## src/rtl/systolic_pkg.sv

```systemverilog
`default_nettype none
// ============================================================================
// Module   : systolic_pkg
// Brief    : Shared state encoding and drain-time helper for systolic_seq.
// Revision : 1.0 - initial release
// ============================================================================
package systolic_pkg;

    typedef enum logic [2:0] {
        IDLE  = 3'd0,
        CLEAR = 3'd1,
        FEED  = 3'd2,
        DRAIN = 3'd3,
        DONE  = 3'd4
    } seq_state_e;

    // Read pipe + row/column skew + hop walk to the far PE + accumulate.
    function automatic int drain_cycles(input int n, input int hop, input int acc_lat);
        return 1 + 2 * (n - 1) * hop + acc_lat - 1;
    endfunction

endpackage
`default_nettype wire

```

## src/rtl/systolic_seq_skew_line.sv

```systemverilog
`default_nettype none
// ============================================================================
// Module   : skew_line
// Brief    : DEPTH-stage delay of {valid, data} with synchronous clear;
//            output data is forced to zero whenever valid is low.
// Revision : 1.0 - initial release
// ============================================================================
module skew_line #(
    parameter int WIDTH = 8,
    parameter int DEPTH = 0
) (
    input  logic             clk,
    input  logic             rst,
    input  logic             vld_i,
    input  logic [WIDTH-1:0] data_i,
    output logic             vld_o,
    output logic [WIDTH-1:0] data_o
);

    logic             vld_tap;
    logic [WIDTH-1:0] data_tap;

    generate
        if (DEPTH == 0) begin : g_wire
            assign vld_tap  = vld_i;
            assign data_tap = data_i;
        end else begin : g_shift
            logic [DEPTH-1:0] vld_q;
            logic [WIDTH-1:0] data_q [DEPTH];

            always_ff @(posedge clk) begin
                if (rst) begin
                    vld_q <= '0;
                    for (int d = 0; d < DEPTH; d++) begin
                        data_q[d] <= '0;
                    end
                end else begin
                    vld_q[0]  <= vld_i;
                    data_q[0] <= data_i;
                    for (int d = 1; d < DEPTH; d++) begin
                        vld_q[d]  <= vld_q[d-1];
                        data_q[d] <= data_q[d-1];
                    end
                end
            end

            assign vld_tap  = vld_q[DEPTH-1];
            assign data_tap = data_q[DEPTH-1];
        end
    endgenerate

    assign vld_o  = vld_tap;
    assign data_o = vld_tap ? data_tap : '0;

endmodule
`default_nettype wire

```

## src/rtl/systolic_seq.sv

```systemverilog
`default_nettype none
// ============================================================================
// Module   : systolic_seq
// Brief    : Operand sequencer for an N x N systolic MAC array: clear, stream
//            k slices with per-row/column skew, drain, then pulse done.
// Revision : 1.0 - initial release
// ============================================================================
module systolic_seq
    import systolic_pkg::*;
#(
    parameter int N       = 4,
    parameter int WIDTH   = 8,
    parameter int K_MAX   = 16,
    parameter int HOP     = 3,
    parameter int ACC_LAT = 3
) (
    input  logic                       clk,
    input  logic                       reset,
    input  logic                       start,
    input  logic [$clog2(K_MAX+1)-1:0] k_len,
    output logic                       busy,
    output logic                       done,
    output logic                       buf_rd_en,
    output logic [$clog2(K_MAX)-1:0]   buf_rd_addr,
    input  logic [N*WIDTH-1:0]         a_rd_data,
    input  logic [N*WIDTH-1:0]         b_rd_data,
    output logic                       acc_clear,
    output logic [N*WIDTH-1:0]         a_row,
    output logic [N-1:0]               a_row_vld,
    output logic [N*WIDTH-1:0]         b_col,
    output logic [N-1:0]               b_col_vld
);

    localparam int KW        = $clog2(K_MAX + 1);
    localparam int AW        = $clog2(K_MAX);
    localparam int DRAIN_CYC = drain_cycles(N, HOP, ACC_LAT);
    localparam int DW        = $clog2(DRAIN_CYC + 1);

    seq_state_e    state_q, state_d;
    logic [KW-1:0] klen_q, klen_d;
    logic [AW-1:0] addr_q, addr_d;
    logic [DW-1:0] drain_q, drain_d;
    logic          rd_vld_q;
    logic          last_rd;

    assign last_rd     = (KW'(addr_q) == (klen_q - 1'b1));
    assign buf_rd_addr = addr_q;

    always_ff @(posedge clk) begin
        if (reset) begin
            state_q  <= IDLE;
            klen_q   <= '0;
            addr_q   <= '0;
            drain_q  <= '0;
            rd_vld_q <= 1'b0;
        end else begin
            state_q  <= state_d;
            klen_q   <= klen_d;
            addr_q   <= addr_d;
            drain_q  <= drain_d;
            rd_vld_q <= buf_rd_en;
        end
    end

    always_comb begin
        state_d   = state_q;
        klen_d    = klen_q;
        addr_d    = addr_q;
        drain_d   = drain_q;
        busy      = 1'b0;
        done      = 1'b0;
        buf_rd_en = 1'b0;
        acc_clear = 1'b0;
        case (state_q)
            IDLE: begin
                if (start) begin
                    klen_d  = (k_len > KW'(K_MAX)) ? KW'(K_MAX) : k_len;
                    state_d = CLEAR;
                end
            end
            CLEAR: begin
                busy      = 1'b1;
                acc_clear = 1'b1;
                addr_d    = '0;
                state_d   = (klen_q == '0) ? DONE : FEED;
            end
            FEED: begin
                busy      = 1'b1;
                buf_rd_en = 1'b1;
                if (last_rd) begin
                    addr_d  = '0;
                    drain_d = DW'(DRAIN_CYC);
                    state_d = DRAIN;
                end else begin
                    addr_d = addr_q + 1'b1;
                end
            end
            DRAIN: begin
                busy = 1'b1;
                if (drain_q == '0) begin
                    state_d = DONE;
                end else begin
                    drain_d = drain_q - 1'b1;
                end
            end
            DONE: begin
                done    = 1'b1;
                state_d = IDLE;
            end
            default: state_d = IDLE;
        endcase
    end

    // Buffer data lands one cycle after the strobe; rd_vld_q tags it.
    generate
        for (genvar i = 0; i < N; i++) begin : g_lane
            skew_line #(.WIDTH(WIDTH), .DEPTH(i * HOP)) u_a_skew (
                .clk    (clk),
                .rst    (reset),
                .vld_i  (rd_vld_q),
                .data_i (a_rd_data[i*WIDTH +: WIDTH]),
                .vld_o  (a_row_vld[i]),
                .data_o (a_row[i*WIDTH +: WIDTH])
            );
            skew_line #(.WIDTH(WIDTH), .DEPTH(i * HOP)) u_b_skew (
                .clk    (clk),
                .rst    (reset),
                .vld_i  (rd_vld_q),
                .data_i (b_rd_data[i*WIDTH +: WIDTH]),
                .vld_o  (b_col_vld[i]),
                .data_o (b_col[i*WIDTH +: WIDTH])
            );
        end
    endgenerate

endmodule
`default_nettype wire

```

## config.mk

```make
export PLATFORM = sky130hd
export DESIGN_NAME = systolic_seq
export DESIGN_NICKNAME = d
export VERILOG_FILES = /design/src/rtl/systolic_pkg.sv /design/src/rtl/systolic_seq_skew_line.sv /design/src/rtl/systolic_seq.sv
export SDC_FILE = /design/constraint.sdc
export NUM_CORES = 1
export LEC_CHECK = 0
export CAP_MARGIN = 20
export CORE_UTILIZATION = 40
export DETAILED_ROUTE_END_ITERATION = 8
export GPL_ROUTABILITY_DRIVEN = 0
export MAX_ROUTING_LAYER = met4
export PLACE_DENSITY = 0.64
export SYNTH_ARGS = -nofsm -noshare
export SYNTH_HDL_FRONTEND = slang
export SYNTH_SLANG_ARGS = --single-unit
export TNS_END_PERCENT = 50
```

## constraint.sdc

```tcl
create_clock -name clk -period 2.2 [get_ports clk]
set_clock_uncertainty 0.1 [all_clocks]
set_input_delay 0.33 -clock clk [delete_from_list [all_inputs] [get_ports clk]]
set_output_delay 0.33 -clock clk [all_outputs]
set_load 0.02 [all_outputs]
```

# [After elaboration in Yosys (flattened, before gate mapping)]
# Memory sizes are Yosys's and may differ from the RTL's.
# Cells that the tools add are included.
[totals] regBits=54 latchBits=0 ramBits=288 mem_bits_ro=0 out_inout_bits=80 word_cells=137 mem_count=6
[mem_list] name="g_lane[3].u_a_skew.g_shift.data_q" depth=9 word_bits=8 read_ports=9 rd_clocked_by_memory_dff=0 wr=9 line_no="systolic_seq_skew_line.sv:29" text="logic [WIDTH-1:0] data_q [DEPTH];"
[mem_list] name="g_lane[3].u_b_skew.g_shift.data_q" depth=9 word_bits=8 read_ports=9 rd_clocked_by_memory_dff=0 wr=9 line_no="systolic_seq_skew_line.sv:29"
[mem_list] name="g_lane[2].u_a_skew.g_shift.data_q" depth=6 word_bits=8 read_ports=6 rd_clocked_by_memory_dff=0 wr=6 line_no="systolic_seq_skew_line.sv:29"
[mem_list] name="g_lane[2].u_b_skew.g_shift.data_q" depth=6 word_bits=8 read_ports=6 rd_clocked_by_memory_dff=0 wr=6 line_no="systolic_seq_skew_line.sv:29"
[mem_list] name="g_lane[1].u_a_skew.g_shift.data_q" depth=3 word_bits=8 read_ports=3 rd_clocked_by_memory_dff=0 wr=3 line_no="systolic_seq_skew_line.sv:29"
[mem_list] name="g_lane[1].u_b_skew.g_shift.data_q" depth=3 word_bits=8 read_ports=3 rd_clocked_by_memory_dff=0 wr=3 line_no="systolic_seq_skew_line.sv:29"
[op_classes] add_sub_neg=3 multipliers=0 div=0 n_lt_le_gt_ge=1 n_eq_ne=9 shift=0 n_mux=62 bitwise=36 reduce_logical=9
[ops] op="8-bit 2-to-1 mux" n=44
[ops] op="1-bit OR" n=36
[ops] op="5-bit 2-to-1 mux" n=3
[ops] op="3-bit 2-to-1 mux" n=4
[ops] op="3-bit one-hot mux with 4 select lines" n=1
[ops] op="5-bit logical NOT" n=2
[ops] op="5-bit one-hot mux with 2 select lines" n=1
[ops] op="5-bit by 1-bit subtractor with 5-bit output, second input constant" n=2
[ops] op="2-bit inequality test, second input constant" n=4
[ops] op="4-bit one-hot mux with 2 select lines" n=1
[ops] op="1-bit 2-to-1 mux" n=7
[ops] op="3-bit by 2-bit == test with 1-bit output, second input constant" n=2
[ops] op="3-bit AND reduction" n=2
[ops] op="4-bit by 5-bit == test with 1-bit output" n=1
[ops] op="5-bit > comparator, second input constant" n=1
[ops] op="4-bit by 1-bit adder with 4-bit output, second input constant" n=1
[ops] op="4-bit 2-to-1 mux" n=1
[ops] op="2-bit nonzero test" n=2
[ops] op="3-bit by 1-bit == test with 1-bit output, second input constant" n=1
[ops] op="3-bit == test, second input constant" n=1
[ops] op="3-bit logical NOT" n=1
[ops] op="3-bit OR reduction" n=1
[ops] op="2-bit AND reduction" n=1

# [Longest topological paths before layout]
# Gate-level depths: netlist of the first run.
[logic_depth] depth_word=4 mapped_depth=7

# [Hierarchy]
# Synthesis of the first run repeated with hierarchy kept, for this count alone.
[unflattened] hier_cells=866 hier_area_um2=10293.6
[by_module_without_submodules] mod="skew_line at g_lane[3].u_a_skew ..." n_inst=2 cells_per_inst=179 area_each_um2=2279.7 seq_area_each_um2=1621.6
[by_module_without_submodules] mod="skew_line at g_lane[2].u_a_skew ..." n_inst=2 cells_per_inst=121 area_each_um2=1493.9 seq_area_each_um2=1081.0
[by_module_without_submodules] mod="skew_line at g_lane[1].u_a_skew ..." n_inst=2 cells_per_inst=64 area_each_um2=799.5 seq_area_each_um2=540.5
[by_module_without_submodules] mod="systolic_seq" n_inst=1 cells_per_inst=120 area_each_um2=1032.2 seq_area_each_um2=360.3
[by_module_without_submodules] mod="skew_line at g_lane[0].u_a_skew ..." n_inst=2 cells_per_inst=9 area_each_um2=57.6 seq_area_each_um2=0.0

# [Worst setup path after synthesis of the first run]
# No wires, ideal clock.
[synth_path] path_kind="reg-to-reg" startpoint="register drain_q[0]" endpoint="register drain_q[3]" setup_time_ns=0.121 t_arrival_ns=1.526 t_required_ns=1.979 slack_ns=0.453 stages_incl_launch_ff=8 path_buffers=0 path_cell_list="dfxtp_1 inv_1 ha_1 nor4b_2 or3b_4 nor4_2 xnor2_1 nor3_2"
[synth_via] elab_chain_len=3 elab_cells_between_ends=6 classes_between="1 x add/sub; 1 x eq/ne; 2 x mux; 2 x reduce/logical"
[synth_rtl] element="start, declared" line_no="systolic_seq.sv:42" text="logic [DW-1:0] drain_q, drain_d;"
[synth_rtl] element="start signal, assigned" line_no="systolic_seq.sv:60" text="drain_q <= drain_d;"
[synth_rtl] element="5-bit by 1-bit subtractor with 5-bit output or 5-bit logical NOT (tied branches)" line_no="systolic_seq.sv:103, systolic_seq.sv:100"
[synth_rtl] element="5-bit 2-to-1 mux or 2-bit inequality test (tied branches)"
[synth_rtl] element="5-bit one-hot mux with 2 select lines or 3-bit AND reduction (tied branches)"
# Several ways; a longest one is shown, not always the timed one. The select of a mux whose other input is x is not followed.
# A chain may end at the register's enable or synchronous reset.

# [Final worst setup path of the first run]
[layout_path] startpoint="register rd_vld_q" endpoint="output port b_col[5]"
[layout_via] elab_chain_len=1
[layout_rtl] element="start, declared" line_no="systolic_seq.sv:43" text="logic rd_vld_q;"
[layout_rtl] element="start signal, assigned" line_no="systolic_seq.sv:61" text="rd_vld_q <= buf_rd_en;"
[layout_rtl] element="8-bit 2-to-1 mux" line_no="systolic_seq_skew_line.sv:53" text="assign data_o = vld_tap ? data_tap : '0;"
[layout_rtl] element="end, declared" line_no="systolic_seq.sv:30" text="output logic [N*WIDTH-1:0] b_col,"
# Every way passes these cells.

==> results of run 1 <==
## report_power, final
| group | internal (mW) | switching, mW | total [mW] |
|---|---|---|---|
| clock network | 3.19 | 1.99 | 5.18 |
| logic | 0.239 | 0.174 | 0.414 |
| registers | 5.84 | 0.0363 | 5.88 |
| total | 9.27 | 2.20 | 11.5 |
## what timing repair did
action | CTS | global route
setup buffers | 0 | 0
gates resized for setup | 55 | 18
cloned | 0 | 0
endpoints found under the setup margin | 72 | 18
## placed cells by master (no fill, tap or decap), types with 5 or more instances in the layout
| master | count |
|---|---|
| dfxtp_1 | 311 |
| nor2b_1 | 297 |
| clkdlybuf4s50_1 | 83 |
| and2_1 | 66 |
| dlygate4sd2_1 | 49 |
| clkbuf_16 | 31 |
| dlymetal6s2s_1 | 18 |
| nor2_1 | 14 |
| xnor2_1 | 8 |
| a21oi_1 | 8 |
| inv_1 | 7 |
| clkbuf_1 | 7 |
| buf_4 | 6 |
| nor3b_1 | 5 |
| clkbuf_8 | 5 |
## area by class of cell
type / instances / area [um2] / share of cell area [%]
inverter: 7 / 26.3 / 0.216
timing repair buffer: 160 / 1610 / 13.2
sequential: 315 / 6310 / 51.9
clock inverter: 9 / 148 / 1.21
multi-input combinational: 440 / 2820 / 23.1
tap: 313 / 392 / 3.22
antenna: 1 / 2.50 / 0.0206
clock buffer: 43 / 871 / 7.15
## worst max-delay path by stage
stage | endpoint | slack (ns) | start
floorplan | drain_q[3]$_SDFFE_PP0P_ | 0.45 | drain_q[0]$_SDFFE_PP0P_
global placement | a_row[4] | 0.24 | a_rd_data[4]
detailed placement | a_row[4] | 0.24 | a_rd_data[4]
CTS | busy | 0.007 | state_q[1]$_SDFFE_PP0P_
global route | b_col[29] | 0.002 | g_lane[3].u_a_skew.g_shift.vld_q[8]$_SDFF_PP0_
finish | b_col[5] | 0.09 | rd_vld_q$_SDFF_PP0_
## stage by stage
stage / hold WS, ns / setup slack, ns / cells
floorplan: 0.314 / 0.453 / 811
global placement: 0.315 / 0.244 / 1235
detailed placement: 0.320 / 0.240 / 1235
CTS: 0.0680 / 0.00706 / 1287
global route: 0.0783 / 0.00155 / 1287
finish: 0.0755 / 0.0865 / 1288
## sequential cells by signal, indices dropped and copies added, names as in the netlist, 3 cells and up
signal                          flops
klen_q                              5
buf_rd_addr                         4
state_q                             3
g_lane.u_b_skew.g_shift.data_q    144
drain_q                             5
g_lane.u_a_skew.g_shift.data_q    144
g_lane.u_b_skew.g_shift.vld_q       8
## per-layer routing
metal,vias to the layer above,part of all wire [%]
met5,-,0
met4,0,2.6
met3,28,8.6
met2,139,43
met1,2229,46
li1,2756,-
## cell families after synthesis
| kind of cell | count (synthesis) | share of synthesized area [%] |
|---|---|---|
| compound gates | 17 | 1.13 |
| xor+xnor | 12 | 1.12 |
| simple gates | 405 | 27.0 |
| flops | 315 | 67.3 |
| buf+inv | 56 | 2.74 |
| mux | 2 | 0.214 |
| fa+ha+maj | 4 | 0.534 |
==> flow_summary_export.csv, run 1 <==
group,metric,value,unit
final_layout,drive_gt1_share,6.98,%
synthesis,synthesis.nets,887,
die,ioPinCount,152,
final_layout,area_growth,29.8,%
worst_setup_path,slowest_delay,0.59,ns
worst_setup_path,worstSetupPathType,"flop to primary output",
sta,hold_viol,0,
worst_setup_path,critical_path_arrival,1.68,ns
placed_design,placed_area,11200,um2
route,vias,5152,
route,wl_per_cell,10.2,um
worst_setup_path,cp_slowest_cell,"clkdlybuf4s50_1",
die,die_y,155,um
grt,grt_pass1_vias,4688,
synthesis,yosys_warnings,0,
grt,top_usage_layer,"met2",
worst_setup_path,critical_path_buf_inv_count,1,
worst_setup_path,cp_top_family,"buffers and inverters",
synthesis,synth_commonest_cells,"dfxtp_1, nor2b_1, and2_1, clkbuf_1, nor2_1",
grt,grtUsageMet3,3.54,%
synthesis,ys_seq_area_share,67.3,%
clocking,hold_buffers,0,
route,antenna_left,0,
clocking,clk_pin_slew_worst_paths,0.06,ns
grt,grtUsageMet2,18.5,%
synthesis,synthCells,811,
synthesis,ys_ff_latch,315,
power_and_ir_drop,pwr_density_cell,942,nW/um2
final_layout,final_util,53.4,%
synthesis,syn_area_per_cell,11.6,um2
clocking,cts_tree,"yes",
worst_setup_path,reg2reg_setup_slack,0.29,ns
synthesis,synth_largest_area_cell,"dfxtp_1",
clocking,cts_made_buffers,30,
final_layout,finalInstanceArea,12200,um2
grt,grt_pass1_wl,21.6,mm
sta,grt_setup_unrepaired,"false",
worst_setup_path,critPathMaxFanout,19,
sta,slew_headroom,66.2,%
worst_setup_path,reg2reg_depth,7,
die,die_area,24100,um2
synthesis,async_reset_ff_share,0,%
worst_setup_path,rr_endpoint,"drain_q[1]$_SDFFE_PP0P_",
clocking,clock_sinks,315,
synthesis,synth_edf_count,0,
synthesis,synth_top_area_share,67.3,%
placed_design,port_buffers,151,
clocking,cts_max_level,1,
flow_run,max_cap_violations,0,
hold_path,min-delay-start,"reset",
synthesis,synth_cell_types,37,
worst_setup_path,worstSetupEndpointType,"primary output",
power_and_ir_drop,design_power_total,11.5,mW
route,drcViolationCount,0,
clocking,root_buffer,"clkbuf_16",
synthesis,yosysMostFrequentCell,"dfxtp_1",
die,rows,55,
final_layout,nets,1030,
grt,met1_usage,12.8,%
sta,min_period,2.11,ns
clocking,clock_path_buffers,3,
clocking,clkLatencyLatePin,0.53,ns
sta,finalSetupTns,0,ns
worst_setup_path,cp.required,1.77,ns
outcome,status,"finished clean",
worst_setup_path,rr_startpoint,"klen_q[0]$_SDFFE_PP0P_",
sta,timing.final.crit_share,96.1,%
sta,worst_slew_pin_slew,0.505,ns
synthesis,syn_area,9380,um2
die,die_x,155,um
grt,grt_max_degree,113,
grt,overflow,0,
hold_path,hold_depth,2,
hold_path,hold_class,"primary input to flop",
sta,fmax,473,MHz
power_and_ir_drop,cellLeakagePower,5.29,nW
worst_setup_path,crit_chain,"and2_1 -> clkdlybuf4s50_1",
placed_design,dp_hpwl,7.81,mm
sta,drv_slew,0,
hold_path,holdPathEnd,"g_lane[2].u_b_skew.g_shift.data_q[0][45]$_SDFF_PP0_",
final_layout,fillers,2002,
synthesis,netlist_top_cells_area,"dfxtp_1, nor2b_1, and2_1, clkbuf_1, buf_4",
power_and_ir_drop,ir_worst_vdd,0.647,mV
route,first_pass_iters,4,
sta,finalSetupViolCount,0,
grt,grtUsageTotal,11.2,%
synthesis,synth_ff_type,"dfxtp_1",
route,via_per_inst,4.00,
die,coreArea,22800,um2
worst_setup_path,cp.depth,2,
route,drt_iter0_drc,147,
die,start_util,41.2,%
grt,antenna_found_initial,0,
worst_setup_path,start_kind,"flop",
route,wl,13.1,mm
(Power assumes the default switching activity.)
==> run 2, diff against run 1 <==
Settings changed: ABC_AREA set to 1, PLACE_DENSITY 0.64 to 0.63.
==> run 2 against run 1 <==
Against the previous run: area after synthesis grew 6.2%; synthesized cell count grew 52%; first-iteration DRC count increased by 67%; critical path depth stayed put; global-route usage increased by 1.1 points; hold slack worse by 0.045 ns; sequential power increased by 3%; die area up 6.1%; via count up 29%; total power is 12% higher; critical path type unchanged.
==> flow_summary_export.csv, run 2 <==
group,metric,value,unit
flow_run,max_cap_violations,0,
sta,fmax,473,MHz
worst_setup_path,worstSetupPathType,"flop to primary output",
worst_setup_path,startpoint,"rd_vld_q$_SDFF_PP0_",
worst_setup_path,endpoint,"a_row_vld[0]",
synthesis,synth_ff_type,"dfxtp_1",
worst_setup_path,slowest_delay,0.64,ns
synthesis,syn_area_per_cell,8.07,um2
final_layout,area_growth,29.4,%
clocking,root_buffer,"clkbuf_16",
placed_design,port_buffers,151,
worst_setup_path,cp.required,1.77,ns
die,coreArea,24400,um2
synthesis,synthCells,1233,
final_layout,final_common_cell,"inv_1",
synthesis,synth_edf_count,0,
worst_setup_path,critical_path_buf_inv_count,2,
outcome,status,"finished clean",
route,first_pass_iters,4,
synthesis,netlist_top_cells_area,"dfxtp_1, inv_1, nor2_1, nand2_1, clkbuf_1",
clocking,clkLatencyLatePin,0.54,ns
route,via_per_inst,3.85,
grt,grtUsageTotal,12.3,%
sta,finalSetupViolCount,0,
worst_setup_path,cp_top_family,"buffers and inverters",
route,drcViolationCount,0,
sta,finalSetupTns,0,ns
die,die_x,160,um
route,drt_iter0_drc,246,
worst_setup_path,cp.depth,2,
final_layout,diodes,0,
die,die_area,25500,um2
clocking,cts_tree,"yes",
clocking,hold_buffers,0,
route,wl,14.8,mm
placed_design,dp_hpwl,9.58,mm
worst_setup_path,critical_path_arrival,1.68,ns
worst_setup_path,cp_slowest_cell,"clkdlybuf4s50_1",
final_layout,layout_common_cells,"inv_1, dfxtp_1, nor2_1",
synthesis,synth_largest_area_cell,"dfxtp_1",
synthesis,synth_top_area_share,63.4,%
sta,slew_headroom,74.1,%
sta,hold_viol,0,
sta,timing.final.crit_share,96.1,%
sta,drv_slew,0,
sta,grt_setup_unrepaired,"true",
sta,holdWs,0.0300,ns
sta,min_period,2.11,ns
clocking,cts_made_buffers,31,
synthesis,ys_seq_area_share,63.4,%
synthesis,synth_commonest_cells,"inv_1, dfxtp_1, nor2_1, nand2_1, clkbuf_1",
worst_setup_path,rr_startpoint,"klen_q[0]$_SDFFE_PP0P_",
synthesis,yosys_warnings,0,
clocking,clock_sinks,315,
grt,antenna_found_initial,0,
synthesis,synthesis.nets,1309,
final_layout,nets,1454,
worst_setup_path,critPathMaxFanout,19,
grt,grt_pass1_wl,25.9,mm
synthesis,syn_area,9950,um2
grt,grt_max_degree,79,
die,start_util,40.8,%
worst_setup_path,reg2reg_setup_slack,0.36,ns
worst_setup_path,reg2reg_depth,13,
die,die_y,160,um
synthesis,synth_cell_types,26,
worst_setup_path,worstSetupEndpointType,"primary output",
final_layout,biggestRegsByFlops,"g_lane.u_a_skew.g_shift.data_q x144, g_lane.u_b_skew.g_shift.data_q x144, g_lane.u_b_skew.g_shift.vld_q x8",
sta,worst_slew_pin_slew,0.384,ns
worst_setup_path,start_kind,"flop",
route,vias,6656,
die,rows,57,
die,ioPinCount,152,
clocking,clock_path_buffers,3,
clocking,cts_max_level,1,
clocking,clk_pin_slew_worst_paths,0.06,ns
hold_path,hold_class,"primary input to flop",
synthesis,ys_ff_latch,315,
synthesis,yosysMostFrequentCell,"inv_1",
grt,grt_pass1_vias,6046,
final_layout,drive_gt1_share,5.92,%
grt,overflow,0,
route,antenna_left,0,
power_and_ir_drop,cellLeakagePower,6.39,nW
power_and_ir_drop,pwr_density_cell,1000,nW/um2
worst_setup_path,crit_chain,"buf_4 -> clkdlybuf4s50_1",
worst_setup_path,rr_endpoint,"drain_q[3]$_SDFFE_PP0P_",
synthesis,async_reset_ff_share,0,%
route,wl_per_cell,8.56,um
power_and_ir_drop,ir_worst_vdd,0.590,mV
-- run 2: cell type report --
class                           instances  area [um2]
Multi-Input combinational cell        476        1960
Timing Repair Buffer                  162        1610
Fill cell                            2289       11500
Inverter                              392        1470
Clock inverter                         12         216
Tap cell                              324         405
Clock buffer                           46         912
Sequential cell                       315        6310
-- run 2: worst min path at each step --
stage	startpoint	endpoint	slack, ns	cells past startpoint
2_1_floorplan	g_lane[1].u_a_skew.g_shift.data_q[0][2]$_SDFF_PP0_	g_lane[1].u_a_skew.g_shift.data_q[0][10]$_SDFF_PP0_	0.29	2
3_3_place_gp	g_lane[3].u_b_skew.g_shift.data_q[0][18]$_SDFF_PP0_	g_lane[3].u_b_skew.g_shift.data_q[0][26]$_SDFF_PP0_	0.29	2
3_5_place_dp	g_lane[2].u_b_skew.g_shift.data_q[0][26]$_SDFF_PP0_	g_lane[2].u_b_skew.g_shift.data_q[0][34]$_SDFF_PP0_	0.29	2
4_1_cts	reset	g_lane[2].u_b_skew.g_shift.data_q[0][8]$_SDFF_PP0_	0.006	2
5_1_grt	reset	g_lane[3].u_a_skew.g_shift.data_q[0][38]$_SDFF_PP0_	0.02	2
6_report	reset	g_lane[2].u_b_skew.g_shift.data_q[0][15]$_SDFF_PP0_	0.03	2
-- run 2: worst reg2reg max path: stages (launching register included) --
cell and delay [ns]:
dfxtp_1 0.38, inv_1 0.09, ha_1 0.27, inv_1 0.09, nand2_1 0.05, nand3_1 0.08
nand2_1 0.07, nor2_2 0.15, nand2_2 0.09, nand2_4 0.13, nand2_4 0.08, nor2_2 0.08
nor2_1 0.04, nor2_1 0.08
-- run 2: layer usage --
metal / part of all wire [%] / wire (um) / up-vias / global-route usage (%)
li1: - / - / 3643 / -
met4: 2.2 / 320 / 0 / 4.37
met5: 0 / 0 / - / -
met2: 48 / 7100 / 121 / 22.0
met1: 44 / 6530 / 2866 / 13.3
met3: 5.6 / 827 / 26 / 2.65
-- run 2: kinds of logic after synthesis --
family                     Yosys count  synth area share (%)
xor gates and xnor gates             3                 0.264
AOI/OAI and AO/OA                   22                  1.41
buffers and inverters              442                  17.0
DFF                                315                  63.4
adders and majority gates            4                 0.503
and+or+nand+nor                    447                  17.5
-- run 2: through the flow --
step	setup WS, ns	util, %	power, mW	std cells	area [um2]
5_1_grt	-0.0255	52.8	13.5	1727	12900
3_3_place_gp	0.218	48.3	7.39	1669	11800
2_1_floorplan	0.570	-	6.98	1233	9950
4_1_cts	0.00901	52.7	13.1	1727	12900
3_5_place_dp	0.207	48.3	7.43	1669	11800
6_report	0.0851	52.8	12.9	1727	12900
-- run 2: timing repair --
item	in CTS	in global routing
setup buffers	0	0
setup endpoints to repair	61	10
gates resized for setup	64	12
-- run 2: where the power goes --
group          internal, mW  switching (mW)  total, mW
clock network          3.56            2.07       5.63
registers              5.92           0.115       6.03
logic                 0.500           0.739       1.24
==> run 3, diff against run 2 <==
Settings changed: PLACE_DENSITY 0.63 to 0.7.
==> run 3 against run 2 <==
Against the previous run: flip-flop and latch count stayed put; sequential share of layout area is 0.70 points higher; first-iteration DRC count increased by 1.2%; die area unchanged; critical endpoint is now busy; largest power group unchanged; highest routed layer unchanged.
==> flow_summary_export.csv, run 3 (synthesis gave the netlist of run 2 again) <==
group,metric,value,unit
outcome,status,"finished clean",
clocking,clock_path_buffers,3,
hold_path,min-delay-start,"reset",
placed_design,placed_area,11800,um2
placed_design,dp.cells,1671,
die,coreArea,24400,um2
final_layout,final_util,52.1,%
final_layout,layout_common_cells,"inv_1, dfxtp_1, nor2_1",
power_and_ir_drop,pwr_density_cell,969,nW/um2
grt,grt_pass1_wl,26.2,mm
hold_path,hold_class,"primary input to flop",
worst_setup_path,worstSetupEndpointType,"primary output",
route,antenna_left,0,
final_layout,drive_gt1_share,5.78,%
route,wl_per_cell,8.78,um
flow_run,max_cap_violations,0,
route,first_pass_iters,4,
clocking,cts_made_buffers,31,
grt,grt_max_degree,70,
clocking,root_buffer,"clkbuf_16",
power_and_ir_drop,ir_worst_vdd,0.425,mV
route,wl,15.2,mm
die,die_area,25500,um2
worst_setup_path,rr_startpoint,"klen_q[0]$_SDFFE_PP0P_",
final_layout,final_cells,1726,
worst_setup_path,start_kind,"flop",
clocking,hold_buffers,0,
final_layout,nets,1457,
power_and_ir_drop,cellLeakagePower,6.26,nW
clocking,cts_tree,"yes",
worst_setup_path,critPathMaxFanout,4,
power_and_ir_drop,design_power_total,12.3,mW
final_layout,fillers,2272,
final_layout,diodes,0,
grt,antenna_found_initial,0,
sta,drv_slew,0,
die,start_util,40.8,%
power_and_ir_drop,power_frac_comb,10.5,%
die,rows,57,
grt,grt_pass1_vias,6124,
final_layout,final_common_cell,"inv_1",
route,drt_iter0_drc,249,
power_and_ir_drop,clock_power_share,40.5,%
final_layout,finalInstanceArea,12700,um2
sta,finalSetupViolCount,0,
sta,hold_viol,0,
power_and_ir_drop,p_sw,2.90,mW
die,die_x,160,um
final_layout,biggestRegsByFlops,"g_lane.u_a_skew.g_shift.data_q x144, g_lane.u_b_skew.g_shift.data_q x144, g_lane.u_b_skew.g_shift.vld_q x8",
placed_design,dp_hpwl,9.77,mm
placed_design,port_buffers,151,
final_layout,seqCellArea,6310,um2
sta,grt_setup_unrepaired,"true",
die,ioPinCount,152,
sta,fmax,472,MHz
clocking,clk_pin_slew_worst_paths,0.06,ns
sta,min_period,2.12,ns
grt,grtUsageTotal,12.5,%
final_layout,area_growth,27.6,%
clocking,cts_max_level,1,
worst_setup_path,worstSetupPathType,"flop to primary output",
sta,timing.final.crit_share,96.2,%
grt,overflow,0,
worst_setup_path,critical_path_arrival,1.69,ns
power_and_ir_drop,p_sw_share,23.6,%
route,via_per_inst,3.88,
clocking,clkLatencyLatePin,0.53,ns
power_and_ir_drop,intPower,9.40,mW
sta,slew_headroom,70.4,%
worst_setup_path,cp.required,1.77,ns
clocking,clock_sinks,315,
sta,worst_slew_pin_slew,0.445,ns
worst_setup_path,startpoint,"state_q[2]$_SDFFE_PP0P_",
final_layout,multi_input_area,1960,um2
route,drcViolationCount,0,
route,vias,6696,
die,die_y,160,um
power_and_ir_drop,power_frac_seq,49.0,%
## run 3: final timing paths
| path | end | cells after the start | slack, ns |
|---|---|---|---|
| setup reg to reg | drain_q[3]$_SDFFE_PP0P_ | 13 | 0.35 |
| hold reg to reg | g_lane[3].u_b_skew.g_shift.data_q[1][10]$_SDFF_PP0_ | 2 | 0.29 |
| hold / removal | g_lane[2].u_b_skew.g_shift.data_q[0][11]$_SDFF_PP0_ | 2 | 0.09 |
| setup / recovery | busy | 6 | 0.08 |
## run 3: repair_timing
| action | 4_1_cts | 5_1_grt |
|---|---|---|
| setup buffers | 0 | 1 |
| pin swaps | 0 | 1 |
| endpoints found under the setup margin | 69 | 4 |
| resized for setup | 71 | 5 |
## run 3: cell type report
cell class,instances,share of cell area (%)
clock inverter,11,0.857
multi-input combinational,476,15.4
clock buffer,43,6.86
inverter,392,11.6
tap,324,3.19
sequential,315,49.7
timing repair buffer,165,12.4
## run 3: worst max-delay path, cell delays in order (launching register included)
cell             delay [ns]
dfxtp_1                0.41
inv_1                  0.11
nand3_1                0.14
nand2_2                0.10
inv_1                  0.09
nand2_1                0.05
clkdlybuf4s15_2        0.25
## run 3: per-layer routing
metal | track usage [%] | part of all wire, % | wire, um | vias up
met2 | 23.0 | 50 | 7550 | 158
met1 | 12.9 | 41 | 6290 | 2863
met3 | 2.78 | 5.9 | 896 | 31
li1 | - | - | - | 3644
met4 | 4.76 | 2.8 | 430 | 0
met5 | - | 0 | 0 | -
## run 3: metrics by stage
step	hold slack, ns	setup TNS [ns]	setup slack (ns)
2_1_floorplan	0.288	0	0.570
3_3_place_gp	0.288	0	0.213
3_5_place_dp	0.292	0	0.193
4_1_cts	0.0823	-0.0268	-0.0268
5_1_grt	0.100	-0.0153	-0.0153
6_report	0.0911	0	0.0835
## run 3: power by group through the flow
stage | sequential, mW | clock (mW) | combinational, mW
after detailed placement | 6.15 | 0 | 1.29
after CTS | 6.02 | 5.15 | 1.27
after global routing | 6.05 | 5.41 | 1.44
final | 6.03 | 4.98 | 1.29
after global placement | 6.14 | 0 | 1.25
after floorplan | 6.13 | 0 | 0.848
